===== src/rtl/sample_merge_pkg.sv =====
// Shared types and output word layout for sample_merge.
// Word: {ch[1:0], drop, seq[4:0], I[11:0], Q[11:0]}.
package sample_merge_pkg;

  localparam int NUM_CH       = 4;
  localparam int CH_WIDTH     = 2;
  localparam int SEQ_WIDTH    = 5;
  localparam int SAMPLE_WIDTH = 12;
  localparam int ENTRY_WIDTH  = 1 + SEQ_WIDTH + 2 * SAMPLE_WIDTH;

  localparam int CH_MSB   = 31;
  localparam int DROP_BIT = 29;
  localparam int SEQ_MSB  = 28;
  localparam int SEQ_LSB  = 24;
  localparam int I_MSB    = 23;
  localparam int Q_MSB    = 11;

  typedef logic [CH_WIDTH-1:0] ch_t;

  typedef struct packed {
    logic                    drop;
    logic [SEQ_WIDTH-1:0]    seq;
    logic [SAMPLE_WIDTH-1:0] i;
    logic [SAMPLE_WIDTH-1:0] q;
  } entry_t;

  function automatic logic [31:0] pack_word(input ch_t ch, input entry_t e);
    logic [31:0] w;
    w                          = '0;
    w[CH_MSB -: CH_WIDTH]      = ch;
    w[DROP_BIT]                = e.drop;
    w[SEQ_MSB:SEQ_LSB]         = e.seq;
    w[I_MSB -: SAMPLE_WIDTH]   = e.i;
    w[Q_MSB -: SAMPLE_WIDTH]   = e.q;
    return w;
  endfunction

endpackage


===== src/rtl/sample_merge_if.sv =====
// Channel inputs and merged ready/valid output of sample_merge.
// master = sample source / uplink side, slave = the merger.
interface sample_merge_if;

  logic        din_valid_0, din_valid_1, din_valid_2, din_valid_3;
  logic [11:0] data_i0_in, data_i1_in, data_i2_in, data_i3_in;
  logic [11:0] data_q0_in, data_q1_in, data_q2_in, data_q3_in;

  logic        dout_valid;
  logic        dout_ready;
  logic [31:0] dout_data;
  logic        dout_last;

  modport master (
    output din_valid_0, din_valid_1, din_valid_2, din_valid_3,
    output data_i0_in, data_i1_in, data_i2_in, data_i3_in,
    output data_q0_in, data_q1_in, data_q2_in, data_q3_in,
    output dout_ready,
    input  dout_valid, dout_data, dout_last
  );

  modport slave (
    input  din_valid_0, din_valid_1, din_valid_2, din_valid_3,
    input  data_i0_in, data_i1_in, data_i2_in, data_i3_in,
    input  data_q0_in, data_q1_in, data_q2_in, data_q3_in,
    input  dout_ready,
    output dout_valid, dout_data, dout_last
  );

endinterface


===== src/rtl/sample_merge_fifo.sv =====
// Single-clock count-based FIFO with first-word-fall-through output.
// DEPTH must be a power of 2 so the pointers wrap naturally.
module sample_merge_fifo #(
  parameter int DEPTH = 8,
  parameter int WIDTH = 30
) (
  input  logic             data_clk,
  input  logic             rst,
  input  logic             push,
  input  logic             pop,
  input  logic [WIDTH-1:0] din,
  output logic [WIDTH-1:0] dout,
  output logic             full,
  output logic             empty
);

  localparam int PTR_W = $clog2(DEPTH);
  localparam int CNT_W = $clog2(DEPTH + 1);

  logic [WIDTH-1:0] mem [DEPTH];
  logic [PTR_W-1:0] wr_ptr, rd_ptr;
  logic [CNT_W-1:0] count;
  logic             do_push, do_pop;

  assign do_push = push && !full;
  assign do_pop  = pop && !empty;

  // NOTE: storage is deliberately not reset; occupancy is tracked by count, so stale
  // contents are never observable and the array can map onto plain RAM/flops.
  always_ff @(posedge data_clk) begin
    if (do_push) mem[wr_ptr] <= din;
  end

  // NOTE: sequential state uses non-blocking assignments so every register
  // samples the pre-edge values regardless of statement order.
  always_ff @(posedge data_clk) begin
    if (rst) begin
      wr_ptr <= '0;
      rd_ptr <= '0;
      count  <= '0;
    end else begin
      if (do_push) wr_ptr <= wr_ptr + 1'b1;
      if (do_pop)  rd_ptr <= rd_ptr + 1'b1;
      case ({do_push, do_pop})
        2'b10:   count <= count + 1'b1;
        2'b01:   count <= count - 1'b1;
        default: count <= count;
      endcase
    end
  end

  assign full  = (count == CNT_W'(DEPTH));
  assign empty = (count == '0);
  assign dout  = mem[rd_ptr];

endmodule


===== src/rtl/sample_merge.sv =====
// Buffers four filtered I/Q channels and merges them round-robin into one tagged stream.
// Optional frame marker on dout_last when SAMPLE_MERGE_TLAST_EN is defined.
module sample_merge
  import sample_merge_pkg::*;
#(
  parameter int FIFO_DEPTH = 8,
  parameter int FRAME_LEN  = 64
) (
  input  logic              data_clk,
  input  logic              rst,
  sample_merge_if.slave     bus,
  output logic [NUM_CH-1:0] drop_sticky
);

  logic [NUM_CH-1:0]       in_valid, full, empty, push, pop;
  logic [SAMPLE_WIDTH-1:0] in_i [NUM_CH];
  logic [SAMPLE_WIDTH-1:0] in_q [NUM_CH];
  logic [SEQ_WIDTH-1:0]    seq  [NUM_CH];
  logic [NUM_CH-1:0]       drop_pending;
  entry_t                  fifo_din  [NUM_CH];
  entry_t                  fifo_dout [NUM_CH];

  assign in_valid = {bus.din_valid_3, bus.din_valid_2, bus.din_valid_1, bus.din_valid_0};
  assign in_i[0] = bus.data_i0_in;
  assign in_i[1] = bus.data_i1_in;
  assign in_i[2] = bus.data_i2_in;
  assign in_i[3] = bus.data_i3_in;
  assign in_q[0] = bus.data_q0_in;
  assign in_q[1] = bus.data_q1_in;
  assign in_q[2] = bus.data_q2_in;
  assign in_q[3] = bus.data_q3_in;

  // full is the registered occupancy, so a same-cycle pop never rescues a push
  always_comb begin
    for (int c = 0; c < NUM_CH; c++) begin
      push[c]     = in_valid[c] && !full[c];
      fifo_din[c] = '{drop: drop_pending[c], seq: seq[c], i: in_i[c], q: in_q[c]};
    end
  end

  always_ff @(posedge data_clk) begin
    if (rst) begin
      for (int c = 0; c < NUM_CH; c++) seq[c] <= '0;
      drop_pending <= '0;
      drop_sticky  <= '0;
    end else begin
      for (int c = 0; c < NUM_CH; c++) begin
        if (in_valid[c]) begin
          seq[c] <= seq[c] + 1'b1;
          if (full[c]) begin
            drop_pending[c] <= 1'b1;
            drop_sticky[c]  <= 1'b1;
          end else begin
            drop_pending[c] <= 1'b0;
          end
        end
      end
    end
  end

  for (genvar g = 0; g < NUM_CH; g++) begin : g_fifo
    sample_merge_fifo #(
      .DEPTH (FIFO_DEPTH),
      .WIDTH (ENTRY_WIDTH)
    ) u_fifo (
      .data_clk (data_clk),
      .rst      (rst),
      .push     (push[g]),
      .pop      (pop[g]),
      .din      (fifo_din[g]),
      .dout     (fifo_dout[g]),
      .full     (full[g]),
      .empty    (empty[g])
    );
  end

  ch_t         rr_ptr, sel, idx;
  logic        any, load, out_valid;
  logic [31:0] out_data;

  // NOTE: every combinational output gets a default before the loop; a path that
  // leaves one unassigned would infer a latch.
  always_comb begin
    sel = rr_ptr;
    idx = rr_ptr;
    any = 1'b0;
    for (int k = 0; k < NUM_CH; k++) begin
      idx = rr_ptr + ch_t'(k);
      if (!any && !empty[idx]) begin
        any = 1'b1;
        sel = idx;
      end
    end
  end

  assign load = !out_valid || bus.dout_ready;
  assign pop  = (load && any) ? (NUM_CH'(1) << sel) : '0;

  always_ff @(posedge data_clk) begin
    if (rst) begin
      out_valid <= 1'b0;
      out_data  <= '0;
      rr_ptr    <= '0;
    end else if (load) begin
      out_valid <= any;
      if (any) begin
        out_data <= pack_word(sel, fifo_dout[sel]);
        rr_ptr   <= sel + 1'b1;
      end
    end
  end

  assign bus.dout_valid = out_valid;
  assign bus.dout_data  = out_data;

`ifdef SAMPLE_MERGE_TLAST_EN
  localparam int WC_W = (FRAME_LEN > 1) ? $clog2(FRAME_LEN) : 1;
  logic [WC_W-1:0] word_cnt;

  always_ff @(posedge data_clk) begin
    if (rst) begin
      word_cnt <= '0;
    end else if (out_valid && bus.dout_ready) begin
      word_cnt <= (word_cnt == WC_W'(FRAME_LEN - 1)) ? '0 : word_cnt + 1'b1;
    end
  end

  // word_cnt only advances on acceptance, so the marker holds through a stall
  assign bus.dout_last = out_valid && (word_cnt == WC_W'(FRAME_LEN - 1));
`else
  // FRAME_LEN only matters with framing enabled; this is a constant 0
  assign bus.dout_last = (FRAME_LEN < 0);
`endif

endmodule


===== src/flat_wrapper.sv =====
// flat-port wrapper written by rule: the top's interface ports become plain ports
module sample_merge_flat import sample_merge_pkg::*;
#(
  parameter int FIFO_DEPTH = 8,
  parameter int FRAME_LEN  = 64
)
  (data_clk, rst, drop_sticky, bus_din_valid_0, bus_din_valid_1, bus_din_valid_2, bus_din_valid_3, bus_data_i0_in, bus_data_i1_in, bus_data_i2_in, bus_data_i3_in, bus_data_q0_in, bus_data_q1_in, bus_data_q2_in, bus_data_q3_in, bus_dout_ready, bus_dout_valid, bus_dout_data, bus_dout_last);
  sample_merge_if bus_i ();
  input  logic data_clk;
  input  logic rst;
  output logic [NUM_CH-1:0] drop_sticky;
  input wire logic [$bits(bus_i.din_valid_0)-1:0] bus_din_valid_0;
  input wire logic [$bits(bus_i.din_valid_1)-1:0] bus_din_valid_1;
  input wire logic [$bits(bus_i.din_valid_2)-1:0] bus_din_valid_2;
  input wire logic [$bits(bus_i.din_valid_3)-1:0] bus_din_valid_3;
  input wire logic [$bits(bus_i.data_i0_in)-1:0] bus_data_i0_in;
  input wire logic [$bits(bus_i.data_i1_in)-1:0] bus_data_i1_in;
  input wire logic [$bits(bus_i.data_i2_in)-1:0] bus_data_i2_in;
  input wire logic [$bits(bus_i.data_i3_in)-1:0] bus_data_i3_in;
  input wire logic [$bits(bus_i.data_q0_in)-1:0] bus_data_q0_in;
  input wire logic [$bits(bus_i.data_q1_in)-1:0] bus_data_q1_in;
  input wire logic [$bits(bus_i.data_q2_in)-1:0] bus_data_q2_in;
  input wire logic [$bits(bus_i.data_q3_in)-1:0] bus_data_q3_in;
  input wire logic [$bits(bus_i.dout_ready)-1:0] bus_dout_ready;
  output wire logic [$bits(bus_i.dout_valid)-1:0] bus_dout_valid;
  output wire logic [$bits(bus_i.dout_data)-1:0] bus_dout_data;
  output wire logic [$bits(bus_i.dout_last)-1:0] bus_dout_last;
  assign bus_i.din_valid_0 = bus_din_valid_0;
  assign bus_i.din_valid_1 = bus_din_valid_1;
  assign bus_i.din_valid_2 = bus_din_valid_2;
  assign bus_i.din_valid_3 = bus_din_valid_3;
  assign bus_i.data_i0_in = bus_data_i0_in;
  assign bus_i.data_i1_in = bus_data_i1_in;
  assign bus_i.data_i2_in = bus_data_i2_in;
  assign bus_i.data_i3_in = bus_data_i3_in;
  assign bus_i.data_q0_in = bus_data_q0_in;
  assign bus_i.data_q1_in = bus_data_q1_in;
  assign bus_i.data_q2_in = bus_data_q2_in;
  assign bus_i.data_q3_in = bus_data_q3_in;
  assign bus_i.dout_ready = bus_dout_ready;
  assign bus_dout_valid = bus_i.dout_valid;
  assign bus_dout_data = bus_i.dout_data;
  assign bus_dout_last = bus_i.dout_last;
  sample_merge #(.FIFO_DEPTH(FIFO_DEPTH), .FRAME_LEN(FRAME_LEN)) u_core (.data_clk(data_clk), .rst(rst), .bus(bus_i), .drop_sticky(drop_sticky));
endmodule

===== config.mk =====
export PLATFORM = sky130hd
export DESIGN_NAME = sample_merge_flat
export DESIGN_NICKNAME = d
export VERILOG_FILES = /design/src/rtl/sample_merge_pkg.sv /design/src/rtl/sample_merge_if.sv /design/src/rtl/sample_merge_fifo.sv /design/src/rtl/sample_merge.sv /design/src/flat_wrapper.sv
export SDC_FILE = /design/constraint.sdc
export NUM_CORES = 1
export LEC_CHECK = 0
export ABC_CLOCK_PERIOD_IN_PS = 6900
export CAP_MARGIN = 20
export CORE_ASPECT_RATIO = 1.1
export CORE_UTILIZATION = 61
export DETAILED_ROUTE_END_ITERATION = 7
export MAX_ROUTING_LAYER = met4
export PLACE_DENSITY_LB_ADDON = 0.12
export SYNTH_ARGS = -nofsm -noshare
export SYNTH_HDL_FRONTEND = slang
export SYNTH_SLANG_ARGS = --single-unit
export TNS_END_PERCENT = 10

===== constraint.sdc =====
create_clock -name data_clk -period 6.9 [get_ports data_clk]
set_input_delay 1.725 -clock data_clk [delete_from_list [all_inputs] [get_ports data_clk]]
set_output_delay 1.725 -clock data_clk [all_outputs]
set_load 0.02 [all_outputs]

==> out/summary.txt, run 1 <==
DRC: 0
Max-Cap Viols: 0
Die area: 69330 um2
Multi-input gate area: 9937 um2
Worst stage delay on the critical path: 0.56 ns
Crit Path Max Fanout: 44
Power per Cell Area: 384.4 nW/um2
Status: completed
Starting Density: 0.6165
R2R Path Start: u_core.g_fifo[0].u_fifo.count[3]
Post-Route WL: 85460 um
Syn_nets: 2174
RSZ-0062 raised after global routing: false
Mapped Avg Cell Area: 20.35 um2
Post-DP HPWL: 50390 um
Synth Instances: 2047
CTS sink cnt: 1075
Postcts setup bufs: 0
Worst Skew: 0.02153 ns
IO buf count: 139
Vias per inst: 6.223
Num rows: 100
Fmax: 0.2214 GHz
Die Y: 276.1 um
Post-CTS resize count: 0
Worst hold start: u_core.drop_sticky[2]
Critical path class: in2reg
Total grt overflow: 0
Pre-antenna DRT Iters: 5
Net count, final: 2358
DR iter-0 viols: 1740
Clock buffer depth: 3
P_leak: 14.98 nW
Vias: 19810
CTS Buf Count: 100
Post-Syn Area: 41650 um2
Htree depth: 3
Max-slew violations: 0
Startpoint types: input pin
Maximum vdd drop: 0.5836 mV
Critical path's slowest cell: nor2b_1
Vias in the first global route: 20420
Synth Register Bits: 1075
First-pass GRT wire length: 127900 um
Routability cong.: 0.9129
Die X: 251.2 um
Layout filler cell count: 4141
Total power: 18.28 mW
Initial antenna violation count: 3
Clock Pin Slew Worst Setup and Hold Paths: 0.06 ns
CTS tree: built
Worst Setup SP: bus_dout_ready
Final Hold Fails: 0
Worst endpoint required time: 7.47 ns
Fin crit period: 4.516 ns
FF/Latch Area: 31360 um2
Worst Path Arrival: 5.09 ns
Clock latency on the worst-skew pair: 0.65 ns
Asr flop ratio synth: 0
P&R area growth vs syn: 14.16%
Proportion of layout cells with a drive suffix above 1: 0.2182
Crit-path cells: clkdlybuf4s50_1, nor2b_1, a41oi_4, buf_4, nand3_1, buf_4, nor2_1, ha_1, xor2_1, ha_1, a21oi_1, xor2_1, or3_1, a21oi_1
I/O Pins: 141
Placeable Area: 67560 um2
EDFF count, synth: 980
Leading cell type in the layout, fill and taps excluded: edfxtp_1
Most frequent cells in the layout: 980 x edfxtp_1, 240 x mux4_2, 187 x mux2i_1, 138 x clkdlybuf4s50_1, 104 x clkbuf_16
Setup tns final: 0 ns
Ys flop type: edfxtp_1
Distinct cells, synth: 48
Root Buffer: clkbuf_16
Tot GR Track Use: 0.2613
CTS Hold Bufs: 0
Largest net degree at the start of global routing: 71
Synthesis Warnings: 0
Wire per inst: 26.85 um
Critical path capture point type: flop
Final Util: 0.7038
Worst hold path type: reg2reg
Sequential area share after synthesis: 0.7522
Period utilisation layout: 0.6546
Final ANT Viol Nets: 0
Final setup violation count: 0
Slew headroom: 0.2882
Worst slew pin tran: 1.067 ns
state kept, by name, summed over array words and instances, names as in the netlist, named ones only:
name and count:
u_core.rr_ptr 2, u_core.drop_sticky 4, u_core.bus.dout_data 32, u_core.g_fifo.u_fifo.rd_ptr 12, u_core.seq 20, u_core.g_fifo.u_fifo.count 16
u_core.g_fifo.u_fifo.mem 960, u_core.drop_pending 4, u_core.g_fifo.u_fifo.wr_ptr 12, u_core.bus.dout_valid 1
metrics by stage:
step | std cells | setup slack, ns | hold slack (ns) | cell area, um2
2_1_floorplan | 2047 | 1.381 | 0.4529 | 41650
3_3_place_gp | 2995 | 1.926 | 0.4361 | 44200
3_5_place_dp | 2995 | 1.835 | 0.4497 | 44200
4_1_cts | 3180 | 2.471 | 0.4586 | 47530
5_1_grt | 3183 | 2.183 | 0.4757 | 47550
6_report | 3183 | 2.384 | 0.4502 | 47550
final cells by class:
cell class	instances	area share
antenna	2	0.0001052
clock buffer	125	0.05807
clock inverter	60	0.01197
inverter	16	0.001263
multi-input combinational	848	0.2090
sequential	1075	0.6594
tap	867	0.02281
timing repair buffer	190	0.03742
cell families (layout without fill, tap and decap cells):
group                      count (synthesis)  after routing  synth area share
DFF                                     1075           1075            0.7522
muxes                                    430            430            0.1755
other                                      1              3        0.00009003
and+or+nand+nor                          260            260           0.03076
xor gates and xnor gates                  39             39          0.008201
buffers and inverters                    124            391           0.01262
AOI/OAI and AO/OA                         94             94           0.01343
adders and majority gates                 24             24          0.007209
where the power goes:
part | switching [mW] | internal, mW
clock | 2.28 | 3.24
sequential | 0.400 | 7.60
combinational | 2.78 | 1.98
total | 5.46 | 12.8
worst max-delay path, delay by kind of cell:
| kind | cells | cell delay, ns |
|---|---|---|
| buffers and inverters | 3 | 1.08 |
| xor gates and xnor gates | 2 | 0.28 |
| adders and majority gates | 2 | 0.49 |
| AOI/OAI and AO/OA | 3 | 0.33 |
| and+or+nand+nor | 4 | 1.15 |
per-layer routing:
| metal | track usage | part of all wire |
|---|---|---|
| met1 | 0.3349 | 0.39 |
| met3 | 0.06148 | 0.075 |
| met4 | 0.08130 | 0.026 |
| met2 | 0.4186 | 0.51 |
| met5 | - | 0 |
synthesized netlist by cell type, types with 2 or more instances:
library cell  count  share of area
o21ai_1           2        0.00024
nor3_1           46         0.0055
o22ai_1          33         0.0050
mux4_2          240           0.13
nand2b_1         24         0.0036
nor4_1            3        0.00045
nand3b_1          2        0.00036
nor4bb_1          7         0.0017
or2_2             4        0.00060
or3_1             5        0.00075
edfxtp_1        980           0.71
clkbuf_1         64         0.0058
nand2_1          31         0.0028
a21oi_1          33         0.0040
buf_1            12         0.0011
ha_1             24         0.0072
nor2b_1           4        0.00060
buf_2            24         0.0029
nand4_1           3        0.00045
or4_1             3        0.00054
o21ai_0          11         0.0013
mux2_2            2        0.00054
nor4_2            3        0.00090
xor2_1           28         0.0059
and2_1            4        0.00060
inv_1            16         0.0014
nor2_1          105         0.0095
buf_4             8         0.0014
a211oi_1          2        0.00036
xnor2_1          11         0.0023
dfxtp_1          95          0.046
mux2i_1         187          0.045
o21a_1            4        0.00072
nand3_1          13         0.0016
path summary, 6_finish.rpt:
path                            slack, ns                                to  cells past startpoint
worst max-delay path                 2.38  u_core.g_fifo[2].u_fifo.count[2]                     14
worst min-delay path                 0.45             u_core.drop_sticky[2]                      2
worst max register to register       2.58  u_core.g_fifo[1].u_fifo.count[2]                     13
worst min register to register       0.45             u_core.drop_sticky[2]                      2
(Power assumes the default switching activity.)
==> run 2: changes to the inputs <==
- ABC_CLOCK_PERIOD_IN_PS: 6900 -> 3900
- CORE_UTILIZATION: 61 -> 55
- clock period: 6.9 -> 3.9 ns (I/O delays scaled with it)
==> out/summary.txt, run 2 (synthesis results as in run 1) <==
Worst Path Arrival: 4.15 ns (-0.94 ns)
Clock latency on the worst-skew pair: 0.66 ns (about the same)
Power per Cell Area: 682.7 nW/um2 (+78%)
Root Buffer: clkbuf_16
CTS sink cnt: 1075 (unchanged)
Placeable Area: 74750 um2 (+11%)
Die area: 76840 um2 (+11%)
Vias: 20020 (+1.1%)
Layout filler cell count: 4987 (+20%)
Starting Density: 0.5572 (-0.05928)
Worst hold path type: reg2reg
Pre-antenna DRT Iters: 5 (unchanged)
Post-DP HPWL: 55270 um (+9.7%)
Fmax: 0.2802 GHz
First-pass GRT wire length: 133800 um (+4.6%)
Startpoint types: flop
DR iter-0 viols: 1851 (+6.4%)
RSZ-0062 raised after global routing: false
Num rows: 105 (+5.0%)
Leading cell type in the layout, fill and taps excluded: edfxtp_1
Net count, final: 2389 (+1.3%)
Htree depth: 3 (unchanged)
Proportion of layout cells with a drive suffix above 1: 0.2236 (+0.005358)
Final Util: 0.6436 (-0.06018)
CTS Buf Count: 105 (+5.0%)
DRC: 0 (unchanged)
Tot GR Track Use: 0.2468 (-0.01450)
Final setup violation count: 0 (unchanged)
Routability cong.: 0.8931 (-2.2%)
Maximum vdd drop: 0.7756 mV (+33%)
Max-Cap Viols: 0 (unchanged)
Clock buffer depth: 3 (unchanged)
Post-CTS resize count: 0 (unchanged)
Flip-flop count of the largest register after layout: 960 (unchanged)
Int Pwr: 22.97 mW (+79%)
Total grt overflow: 0 (unchanged)
Worst endpoint required time: 4.48 ns (-2.99 ns)
Sw frac: 0.3007 (+0.001868)
Worst Skew: 0.03138 ns (+0.009850 ns)
Critical path capture point type: flop
P_leak: 15.16 nW (+1.2%)
Clock Pin Slew Worst Setup and Hold Paths: 0.06 ns (about the same)
Worst slew pin tran: 0.8326 ns (-0.2339 ns)
Clk pwr share: 0.304 (+0.002)
Final Hold Fails: 0 (unchanged)
Wire per inst: 27.22 um (+1.4%)
FF/Latch Area: 31360 um2 (unchanged)
Die Y: 290.6 um (+5.3%)
Non-filler cells, final: 3315 (+4.1%)
IO buf count: 139 (unchanged)
Fin Hold WS: 0.4471 ns (-0.003174 ns)
Status: completed
Max-slew violations: 0 (unchanged)
Fin crit period: 3.569 ns
P&R area growth vs syn: 15.51%
Gate power share: 0.264 (+0.003)
Slew headroom: 0.4290 (+0.1408)
I/O Pins: 141 (unchanged)
Period utilisation layout: 0.9151
Seq pwr share: 0.432 (-0.005)
Placed insts: 3116 (+4.0%)
Sw Pwr: 9.878 mW (+81%)
Critical path class: reg2reg
CTS tree: built
Die X: 264.4 um (+5.3%)
Most frequent cells in the layout: 980 x edfxtp_1, 240 x mux4_2, 187 x mux2i_1, 138 x clkdlybuf4s50_1, 110 x clkbuf_16
Largest net degree at the start of global routing: 66 (-7.0%)
Multi-input gate area: 9981 um2 (+0.44%)
Final ANT Viol Nets: 0 (unchanged)
Vias per inst: 6.040 (-2.9%)
Largest register by flop count: u_core.g_fifo.u_fifo.mem
Vias in the first global route: 20700 (+1.4%)
Initial antenna violation count: 4 (+1)
Post-Route WL: 90230 um (+5.6%)
Crit Path Max Fanout: 8 (-82%)
[run 2: metrics by stage]
stage	setup slack, ns	TNS (ns)	cell area [um2]	power (mW)
after global routing	0.1459	0	48110	34.06
after detailed placement	0.07264	0	44680	22.93
final	0.3313	0	48110	32.85
after floorplan	-0.8690	-40.60	41660	19.91
after global placement	0.1151	0	44680	22.69
after CTS	0.1940	0	48090	32.86
[run 2: area by class of cell]
class,count,area share
multi-input cells,848,0.2074
diodes,4,0.0002080
flip-flops and latches,1075,0.6517
inverters,16,0.001248
clock inverters,62,0.01139
well taps,963,0.02504
repair buffers,216,0.04348
clock buffers,131,0.05948
[run 2: worst max-delay path, cell delays in order, from the launching register on]
cell	delay (ns)
dfxtp_1	0.38
nor4_2	0.60
o22ai_1	0.19
a222oi_1	0.36
buf_4	0.20
nand4_1	0.18
inv_1	0.13
ha_1	0.28
xor2_1	0.23
ha_1	0.18
a21oi_1	0.05
xor2_1	0.18
or3_1	0.35
a21oi_1	0.17
[run 2: timing repair]
action | 4_1_cts | 5_1_grt
setup buffers | 0 | 2
endpoints found under the setup margin | 0 | 2
hold buffers | 0 | 0
[run 2: final timing paths]
kind	end	slack (ns)	start	depth (start not counted)
setup / recovery	u_core.g_fifo[3].u_fifo.count[2]	0.33	u_core.g_fifo[2].u_fifo.count[0]	13
hold / removal	u_core.drop_sticky[0]	0.45	u_core.drop_sticky[0]	2
setup reg to reg	u_core.g_fifo[3].u_fifo.count[2]	0.33	u_core.g_fifo[2].u_fifo.count[0]	13
hold reg to reg	u_core.drop_sticky[0]	0.45	u_core.drop_sticky[0]	2
[run 2: power groups by stage]
| stage | logic (mW) | clock network, mW | registers (mW) |
|---|---|---|---|
| after detailed placement | 8.50 | 0 | 14.4 |
| final | 8.69 | 9.97 | 14.2 |
| after global placement | 8.31 | 0 | 14.4 |
| after floorplan | 5.77 | 0 | 14.1 |
| after CTS | 8.53 | 10.1 | 14.2 |
| after global routing | 9.18 | 10.6 | 14.3 |
[run 2: per-layer routing]
| layer | global-route usage | up-vias | routed length, um |
|---|---|---|---|
| met3 | 0.04889 | 131 | 5558 |
| met5 | - | - | 0 |
| li1 | - | 8765 | - |
| met1 | 0.3268 | 10520 | 37590 |
| met2 | 0.3956 | 608 | 45160 |
| met4 | 0.06367 | 0 | 1931 |
